## config.mk

```make
export PLATFORM = sky130hd
export DESIGN_NAME = score_bcd_serial_flat
export DESIGN_NICKNAME = d
export VERILOG_FILES = /design/src/rtl/flippin_bits_pkg.sv /design/src/rtl/score_bcd_serial_if.sv /design/src/rtl/bcd_add3_digit.sv /design/src/rtl/score_bcd_serial.sv /design/src/flat_wrapper.sv
export SDC_FILE = /design/constraint.sdc
export NUM_CORES = 1
export LEC_CHECK = 0
export BUFFER_PORTS_ARGS = -buffer_cell sky130_fd_sc_hd__buf_4
export CORE_ASPECT_RATIO = 0.6
export CORE_MARGIN = 4
export CORE_UTILIZATION = 60
export CTS_BUF_LIST = sky130_fd_sc_hd__clkbuf_8
export DETAILED_ROUTE_END_ITERATION = 10
export HOLD_SLACK_MARGIN = 0.05
export PLACE_DENSITY = 0.83
export SYNTH_ARGS = -nofsm -noshare
export SYNTH_HDL_FRONTEND = slang
export SYNTH_SLANG_ARGS = --single-unit
```

## constraint.sdc

```tcl
create_clock -name clock -period 3.1 [get_ports clock]
set_input_delay 0.155 -clock clock [delete_from_list [all_inputs] [get_ports clock]]
set_output_delay 0.155 -clock clock [all_outputs]
set_load 0.01 [all_outputs]
```

## src/rtl/flippin_bits_pkg.sv

```systemverilog
// Shared types and constants for the score path: FSM states, BCD correction
// constants and the width of the score produced by the game state machine.
package flippin_bits_pkg;

  typedef enum logic [1:0] {
    IDLE  = 2'd0,
    SHIFT = 2'd1,
    DONE  = 2'd2
  } state_t;

  localparam int BCD_ADD_THRESHOLD = 5;
  localparam int BCD_ADD_VALUE     = 3;
  localparam int SCORE_WIDTH       = 8;

endpackage

```

## src/rtl/score_bcd_serial_if.sv

```systemverilog
// Start/busy/done handshake and digit outputs of the serial BCD converter.
interface score_bcd_serial_if #(
  parameter int BIN_WIDTH = 8
);
  logic                 start;
  logic [BIN_WIDTH-1:0] binary_in;
  logic                 busy;
  logic                 done;
  logic [3:0]           ones;
  logic [3:0]           tens;
  logic [3:0]           hundreds;

  modport master (
    output start, binary_in,
    input  busy, done, ones, tens, hundreds
  );

  modport slave (
    input  start, binary_in,
    output busy, done, ones, tens, hundreds
  );
endinterface

```

## src/rtl/bcd_add3_digit.sv

```systemverilog
// Double-dabble nibble correction: digits of 5 or more get +3 before the shift.
module bcd_add3_digit
  import flippin_bits_pkg::*;
(
  input  logic [3:0] digit,
  output logic [3:0] adjusted
);

  always_comb begin
    adjusted = digit;
    if (digit >= 4'(BCD_ADD_THRESHOLD))
      adjusted = digit + 4'(BCD_ADD_VALUE);
  end

endmodule

```

## src/rtl/score_bcd_serial.sv

```systemverilog
// Sequential double-dabble converter: one shift per clock, result digits
// registered on the final shift and held until the next conversion finishes.
module score_bcd_serial
  import flippin_bits_pkg::*;
#(
  parameter int BIN_WIDTH = SCORE_WIDTH,
  parameter int DIGITS    = 3
) (
  input  logic               clock,
  input  logic               reset_signal,
  score_bcd_serial_if.slave  bus
);

  localparam int BCD_W = 4 * DIGITS;
  localparam int CNT_W = $clog2(BIN_WIDTH + 1);

  state_t               state;
  state_t               state_next;
  logic [BIN_WIDTH-1:0] shift_reg;
  logic [BIN_WIDTH-1:0] shift_next;
  logic [BCD_W-1:0]     bcd;
  logic [BCD_W-1:0]     bcd_adj;
  logic [BCD_W-1:0]     bcd_next;
  logic [CNT_W-1:0]     cnt;
  logic [3:0]           ones;
  logic [3:0]           tens;
  logic [3:0]           hundreds;
  logic                 accept;
  logic                 last;

  for (genvar d = 0; d < DIGITS; d++) begin : g_digit
    bcd_add3_digit u_add3 (
      .digit    (bcd[4*d +: 4]),
      .adjusted (bcd_adj[4*d +: 4])
    );
  end

  assign {bcd_next, shift_next} = {bcd_adj, shift_reg} << 1;
  assign last   = (cnt == CNT_W'(BIN_WIDTH - 1));
  // DONE accepts a new request as well, giving back-to-back conversions.
  assign accept = bus.start && (state != SHIFT);

  always_ff @(posedge clock) begin
    if (reset_signal)
      state <= IDLE;
    else
      state <= state_next;
  end

  always_comb begin
    state_next = state;
    case (state)
      IDLE:    if (bus.start) state_next = SHIFT;
      SHIFT:   if (last)      state_next = DONE;
      DONE:    state_next = bus.start ? SHIFT : IDLE;
      default: state_next = IDLE;
    endcase
  end

  always_ff @(posedge clock) begin
    if (reset_signal) begin
      shift_reg <= '0;
      bcd       <= '0;
      cnt       <= '0;
      ones      <= '0;
      tens      <= '0;
      hundreds  <= '0;
    end else if (accept) begin
      shift_reg <= bus.binary_in;
      bcd       <= '0;
      cnt       <= '0;
    end else if (state == SHIFT) begin
      shift_reg <= shift_next;
      bcd       <= bcd_next;
      cnt       <= cnt + CNT_W'(1);
      if (last) begin
        ones     <= bcd_next[3:0];
        tens     <= bcd_next[7:4];
        hundreds <= bcd_next[11:8];
      end
    end
  end

  assign bus.busy     = (state == SHIFT);
  assign bus.done     = (state == DONE);
  assign bus.ones     = ones;
  assign bus.tens     = tens;
  assign bus.hundreds = hundreds;

endmodule
```

## src/flat_wrapper.sv

```systemverilog
// flat-port wrapper written by rule: the top's interface ports become plain ports
module score_bcd_serial_flat import flippin_bits_pkg::*;
#(
  parameter int BIN_WIDTH = SCORE_WIDTH,
  parameter int DIGITS    = 3
)
  (clock, reset_signal, bus_start, bus_binary_in, bus_busy, bus_done, bus_ones, bus_tens, bus_hundreds);
  score_bcd_serial_if #(.BIN_WIDTH(BIN_WIDTH)) bus_i ();
  input  logic clock;
  input  logic reset_signal;
  input wire logic [$bits(bus_i.start)-1:0] bus_start;
  input wire logic [$bits(bus_i.binary_in)-1:0] bus_binary_in;
  output wire logic [$bits(bus_i.busy)-1:0] bus_busy;
  output wire logic [$bits(bus_i.done)-1:0] bus_done;
  output wire logic [$bits(bus_i.ones)-1:0] bus_ones;
  output wire logic [$bits(bus_i.tens)-1:0] bus_tens;
  output wire logic [$bits(bus_i.hundreds)-1:0] bus_hundreds;
  assign bus_i.start = bus_start;
  assign bus_i.binary_in = bus_binary_in;
  assign bus_busy = bus_i.busy;
  assign bus_done = bus_i.done;
  assign bus_ones = bus_i.ones;
  assign bus_tens = bus_i.tens;
  assign bus_hundreds = bus_i.hundreds;
  score_bcd_serial #(.BIN_WIDTH(BIN_WIDTH), .DIGITS(DIGITS)) u_core (.clock(clock), .reset_signal(reset_signal), .bus(bus_i));
endmodule
```

---- Word-level counts from Yosys, hierarchy flattened ----
Index checks and enable logic that the tools add are counted.
word-level totals
  word-level logic and storage cells ...... 36
  bits of input ports ..................... 11
  output and inout bits ................... 14
  bits in registers ....................... 38
operators by class
  add/sub/neg operators ................... 4
  bitwise gates (word level) .............. 1
  multiplexer cells ....................... 9
  equality and inequality tests ........... 6
  magnitude comparators ................... 3
  reduce and logical (&&, ||, !) cells .... 6
operator list
  kind                   count
  $mux W8                2
  $ge A4 B3 Y1 const B   3
  $add A4 B2 Y4 const B  2
  $mux W4                2
  $pmux W2 S3            1
  $add A4 B1 Y4 const B  1
  $eq A4 B3 Y1 const B   1
  $mux W2                2
  $ne A2 B1 Y1 const B   2
  $add A3 B2 Y3 const B  1
  $mux W3                1
  $reduce_and A3 Y1      1
  $eq A2 B1 Y1 const B   1
  $eq A2 B2 Y1 const B   1
  $logic_not A2 Y1       1
  $ne A2 B2 Y1 const B   1
  $reduce_and A2 Y1      1
  $reduce_bool A2 Y1     1
  $reduce_or A2 Y1       1
  $logic_and A1 B1 Y1    1
  $mux W1                1
  $not A1 Y1             1

---- Logic depth before layout (Yosys ltp) ----
  word-level depth ........................ 4
  gate-level depth with buffers ........... 6

---- Modules after synthesis ----
From an unflattened synthesis, not the netlist that was laid out.
unflattened totals
  cells, all modules ...................... 192
  area total of the unflattened synthesis .. 1,730.4 um2
by module, submodules not included
  module            cells each  area each (um2)  times used
  score_bcd_serial  144         1,426.4          1
  bcd_add3_digit    16          101.3            3

---- Worst setup path before layout ----
Ideal clock, no wire load.
  path kind ............................... register to register
  start ................................... register u_core.bcd[1]
  end ..................................... register u_core.bcd[2]
  cell stages (with the launch flop) ...... 7
  arrival ................................. 1.405 ns
  required time ........................... 3.025 ns
  clock period less this slack ............ 1.479 ns
  setup slack ............................. 1.621 ns
  setup time .............................. 0.075 ns
  cells stage by stage .................... dfxtp_1 -> inv_1 -> ha_1 -> nand2b_1 -> a21oi_1 -> mux2_2 -> o22ai_1
on the way
  word-level cells in the longest chain between the ends .. 2
  elaborated cells between the ends (all ways) .. 3
  classes of those cells .................. add/sub (1); order compare (1); mux (1)
ends and longest elaborated chain
  what                                                  RTL line                                    text
  from (decl)                                           score_bcd_serial.sv:21                      logic [BCD_W-1:0] bcd;
  from (signal assigned)                                score_bcd_serial.sv:74                      bcd <= bcd_next;
  $add A4 B2 Y4 / $ge A4 B3 Y1 (equally long branches)  bcd_add3_digit.sv:12, bcd_add3_digit.sv:11
  $mux W4 (*)                                           bcd_add3_digit.sv:11                        if (digit >= 4'(BCD_ADD_THRESHOLD))
Mark *: on every way between the ends. The rest lies on a longest branch, timed or not.
A chain may end at the register's enable or synchronous reset.

---- Worst setup path after layout ----
  start ................................... register u_core.state[1]
  end ..................................... register u_core.bcd[10]
on the way
  word-level cells in the longest chain between the ends .. 3
  elaborated cells between the ends (all ways) .. 4
  classes of those cells .................. eq/ne (2); reduce/logical (2)
ends and longest elaborated chain
  what                        RTL line                text
  from (decl)                 score_bcd_serial.sv:17  state_t state;
  from (signal assigned)      score_bcd_serial.sv:47  state <= state_next;
  $ne A2 B1 Y1                score_bcd_serial.sv:41  assign accept = bus.start && (state != SHIFT);
  $logic_and A1 B1 Y1         score_bcd_serial.sv:41
  $reduce_or A2 Y1 (no line)  --
Parallel ways exist; a longest one is shown, timed or not.

==> impl_metrics.env <==
export IMPL_achievable_frequency_ghz=0.5661
export IMPL_dpl_cell_count=233
export IMPL_timing_setup_tns_ns=0
export IMPL_dominantRegCellSynth="sky130_fd_sc_hd__dfxtp_1"
export IMPL_share_comb_of_total_power=0.090
export IMPL_cellInternalPower_uw=713.5
export IMPL_maxSlewViolCount=0
export IMPL_detail_route_drc_violations=0
export IMPL_synth_seq_area_share=0.4403
export IMPL_cts_hold_buf=0
export IMPL_slew_headroom=0.6518
export IMPL_synthCells=186
export IMPL_fp_dieH_um=49.57
export IMPL_proportion_of_power_drawn_by_the_clock_network=0.366
export IMPL_worstHoldEndpoint="u_core.shift_reg[0]"
export IMPL_routed_via_density=5.701
export IMPL_tightest_slew_ns=0.5223
export IMPL_holdCritStartpoint="bus_binary_in[0]"
export IMPL_post_route_period_util=0.5698
export IMPL_rows=14
export IMPL_post_synth_instance_area_um2=1728
export IMPL_r2r_slack_ns=1.33
export IMPL_power_per_cell_area_nw_per_um2=472.3
export IMPL_core_region_area_um2=2628
export IMPL_synth_enable_flop_cells=0
export IMPL_drive_above_1_share=0.2057
export IMPL_endpoints_failing_setup=0
export IMPL_part_of_the_total_power_dissipated_in_sequential_elements=0.544
export IMPL_grt_util_all_layers=0.2030
export IMPL_htree_levels=2
export IMPL_cts_clk_slew_worst_paths_ns=0.07
export IMPL_routed_wirelength_mm=3.612
export IMPL_drt_iter0_markers=90
export IMPL_place_detailed_hpwl_mm=2.634
export IMPL_rr_endpoint="u_core.bcd[10]"
export IMPL_synth_top_area_share=0.4403
export IMPL_arrival_ns=1.93
export IMPL_cp_data_required_time_ns=3.26
export IMPL_dpl_cell_area_um2=1904
export IMPL_total_nets_after_synthesis=204
export IMPL_ys_warn_count=0
export IMPL_worst_hold_path_type="input port to register"
export IMPL_total_clock_buffers_created_by_cts=5
export IMPL_detail_route_wl_per_cell_um=14.99
export IMPL_synth_ff_latch_count=38
export IMPL_chipWidth_um=77.28
export IMPL_sw_pwr_uw=229.1
export IMPL_count_of_vias_placed_by_the_detailed_router=1374
export IMPL_number_of_flip_flops_in_the_largest_register=12
export IMPL_antenna_violations_before_repair=0
export IMPL_grt_pass1_vias=1323
export IMPL_postLayoutCellArea_um2=1996
export IMPL_final_core_utilization=0.7595
export IMPL_power_static_leakage_uw=0.0008068
export IMPL_worst_r2r_path_depth=4
export IMPL_cts_resized_gates=0
export IMPL_synth_top_cell_by_area="sky130_fd_sc_hd__dfxtp_1"
export IMPL_drt_first_pass_iters=4
export IMPL_crit_type="register to register"
export IMPL_global_route_wire_length_before_repair_mm=6.189
export IMPL_cts_root_buf="sky130_fd_sc_hd__clkbuf_8"
export IMPL_io_pins=25
export IMPL_power_switching_fraction=0.2431
export IMPL_drt_antenna_violating_nets=0
export IMPL_cts_buffer_depth=2
export IMPL_design_die_area_um2=3831
export IMPL_unrepaired_setup_endpoints_after_global_routing="no"
export IMPL_worst_clock_skew_ns=0.006480
export IMPL_final_nets=226
export IMPL_clock_sinks=38
export IMPL_ys_types=29
export IMPL_avgSynthCellArea_um2=9.290
export IMPL_crit_reg2reg_launch="u_core.state[1]"
export IMPL_flow_area_growth_from_synthesis_pct=15.50
export IMPL_grt_start_max_net_pins=25
export IMPL_status="complete, no violations"
export IMPL_insertedDiodeCount=0
export IMPL_worst_skew_pair_late_latency_ns=0.29
export IMPL_worst_path_dominant_cell_family="compound AO/OA/AOI/OAI gates"
export IMPL_buffer_ports_inserted=24
export IMPL_peakVddDrop_v=0.0003225
export IMPL_critical_path_max_stage_delay_ns=0.49
export IMPL_hold_depth=3
export IMPL_worst_setup_path_end_kind="register"
export IMPL_maxCapViolations=0
export IMPL_start_util=0.6576
export IMPL_cell_with_the_largest_stage_delay_on_the_worst_path="sky130_fd_sc_hd__a21o_1"
export IMPL_cts_post_setup_buffers_inserted=0
export IMPL_layout_filler_cells=176
export IMPL_synth_top_cells_by_area="sky130_fd_sc_hd__dfxtp_1 44%, sky130_fd_sc_hd__a211oi_1 6.1%, sky130_fd_sc_hd__mux2i_1 5.2%"
export IMPL_instances_no_fill=241
export IMPL_grt_overflow_total=0
export IMPL_gpl_final_weighted_congestion=0.8375
export IMPL_cts_tree="yes"
export IMPL_cp_max_fo=21
export IMPL_crit_buf_inv=1
export IMPL_timing_final_crit_period_ns=1.767
export IMPL_timing_hold_violations_final=0
export IMPL_cp_cell_sequence="nand2b_1 > buf_4 > a21o_1 > o22ai_1"
export IMPL_synth_async_sr_flop_share=0
export IMPL_setup_worst_path_start_class="register"
[Yosys cell counts (all sizes together), types with 7 or more instances]
cell type,instances
inv,7
buf,7
a21oi,14
ha,7
nor2,23
nand2b,11
nand2,11
dfxtp,38
a211oi,14
mux2i,9
o22ai,12
[worst min-delay path, delay by kind of cell]
kind / cells / cell delay (ns)
muxes: 1 / 0.05
buffers and inverters: 1 / 0.07
and+or+nand+nor: 1 / 0.11
[worst max-delay path by stage]
stage                     from              to  slack, ns  cells after the start
2_1_floorplan    u_core.bcd[1]   u_core.bcd[2]       1.62                      6
3_3_place_gp   u_core.state[1]  u_core.bcd[10]       1.42                      4
3_5_place_dp   u_core.state[1]   u_core.bcd[5]       1.37                      4
4_1_cts        u_core.state[1]  u_core.bcd[10]       1.33                      4
5_1_grt        u_core.state[1]  u_core.bcd[10]       1.18                      4
6_report       u_core.state[1]  u_core.bcd[10]       1.33                      4
[cells by family after synthesis]
kind of cell,Yosys count,synth area share
simple gates,59,0.1774
xor+xnor,6,0.03041
fa+ha+maj,7,0.05069
compound gates,46,0.1818
buf+inv,18,0.04779
mux,12,0.07169
flops,38,0.4403
[routing by layer]
layer,vias to the layer above,global-route usage,part of all wire
met1,639,0.2411,0.45
met3,7,0.06364,0.049
met5,-,0,0
met2,35,0.3481,0.48
met4,0,0.07101,0.016
li1,693,-,-
[placed cells by master (no fill, tap or decap)]
master                     count
sky130_fd_sc_hd__dfxtp_1      38
sky130_fd_sc_hd__nand2b_1     11
sky130_fd_sc_hd__clkbuf_8      6
sky130_fd_sc_hd__clkinv_2      2
sky130_fd_sc_hd__ha_1          7
sky130_fd_sc_hd__nand2_1      11
sky130_fd_sc_hd__a21o_1        1
sky130_fd_sc_hd__nor3_1        1
sky130_fd_sc_hd__xnor2_1       4
sky130_fd_sc_hd__nand3b_4      1
sky130_fd_sc_hd__buf_4        25
sky130_fd_sc_hd__nor2_4        1
sky130_fd_sc_hd__nor3b_1       5
sky130_fd_sc_hd__nor2b_1       2
sky130_fd_sc_hd__o21ai_0       3
sky130_fd_sc_hd__o21ai_1       2
sky130_fd_sc_hd__o22ai_2       5
sky130_fd_sc_hd__a21oi_1      14
sky130_fd_sc_hd__nand4_1       1
sky130_fd_sc_hd__xor2_1        2
sky130_fd_sc_hd__mux2i_1       9
sky130_fd_sc_hd__or3_1         1
sky130_fd_sc_hd__o22ai_1       7
sky130_fd_sc_hd__a211oi_1     14
sky130_fd_sc_hd__nor2_1       22
sky130_fd_sc_hd__mux2_2        3
sky130_fd_sc_hd__inv_1         8
sky130_fd_sc_hd__nand3_1       3
[power groups by stage]
| stage | Combinational (uW) | Clock [uW] | Sequential [uW] |
|---|---|---|---|
| floorplan | 62.7 | 0 | 520 |
| global placement | 80.7 | 0 | 522 |
| detailed placement | 84.2 | 0 | 524 |
| CTS | 85.1 | 348 | 513 |
| global route | 95.7 | 375 | 514 |
| finish | 84.7 | 345 | 513 |
[per-stage QoR]
step | setup WS, ns | power, uW | hold WS [ns]
after floorplan | 1.621 | 582.9 | 0.3467
after detailed placement | 1.365 | 607.9 | 0.4660
after CTS | 1.334 | 945.9 | 0.1660
final | 1.334 | 942.6 | 0.1563
after global placement | 1.424 | 602.9 | 0.4584
after global routing | 1.182 | 985.2 | 0.1996
[area by class of cell]
class                           count  area, um2  share of cell area
Clock buffer                        6      82.58             0.04138
Clock inverter                      2      8.758            0.004389
Inverter                            8      31.28             0.01567
Multi-Input combinational cell    130      884.6              0.4433
Sequential cell                    38      760.7              0.3812
Tap cell                           32      40.04             0.02006
Timing Repair Buffer               25      187.7             0.09404
Power figures use the tool's default switching activity.
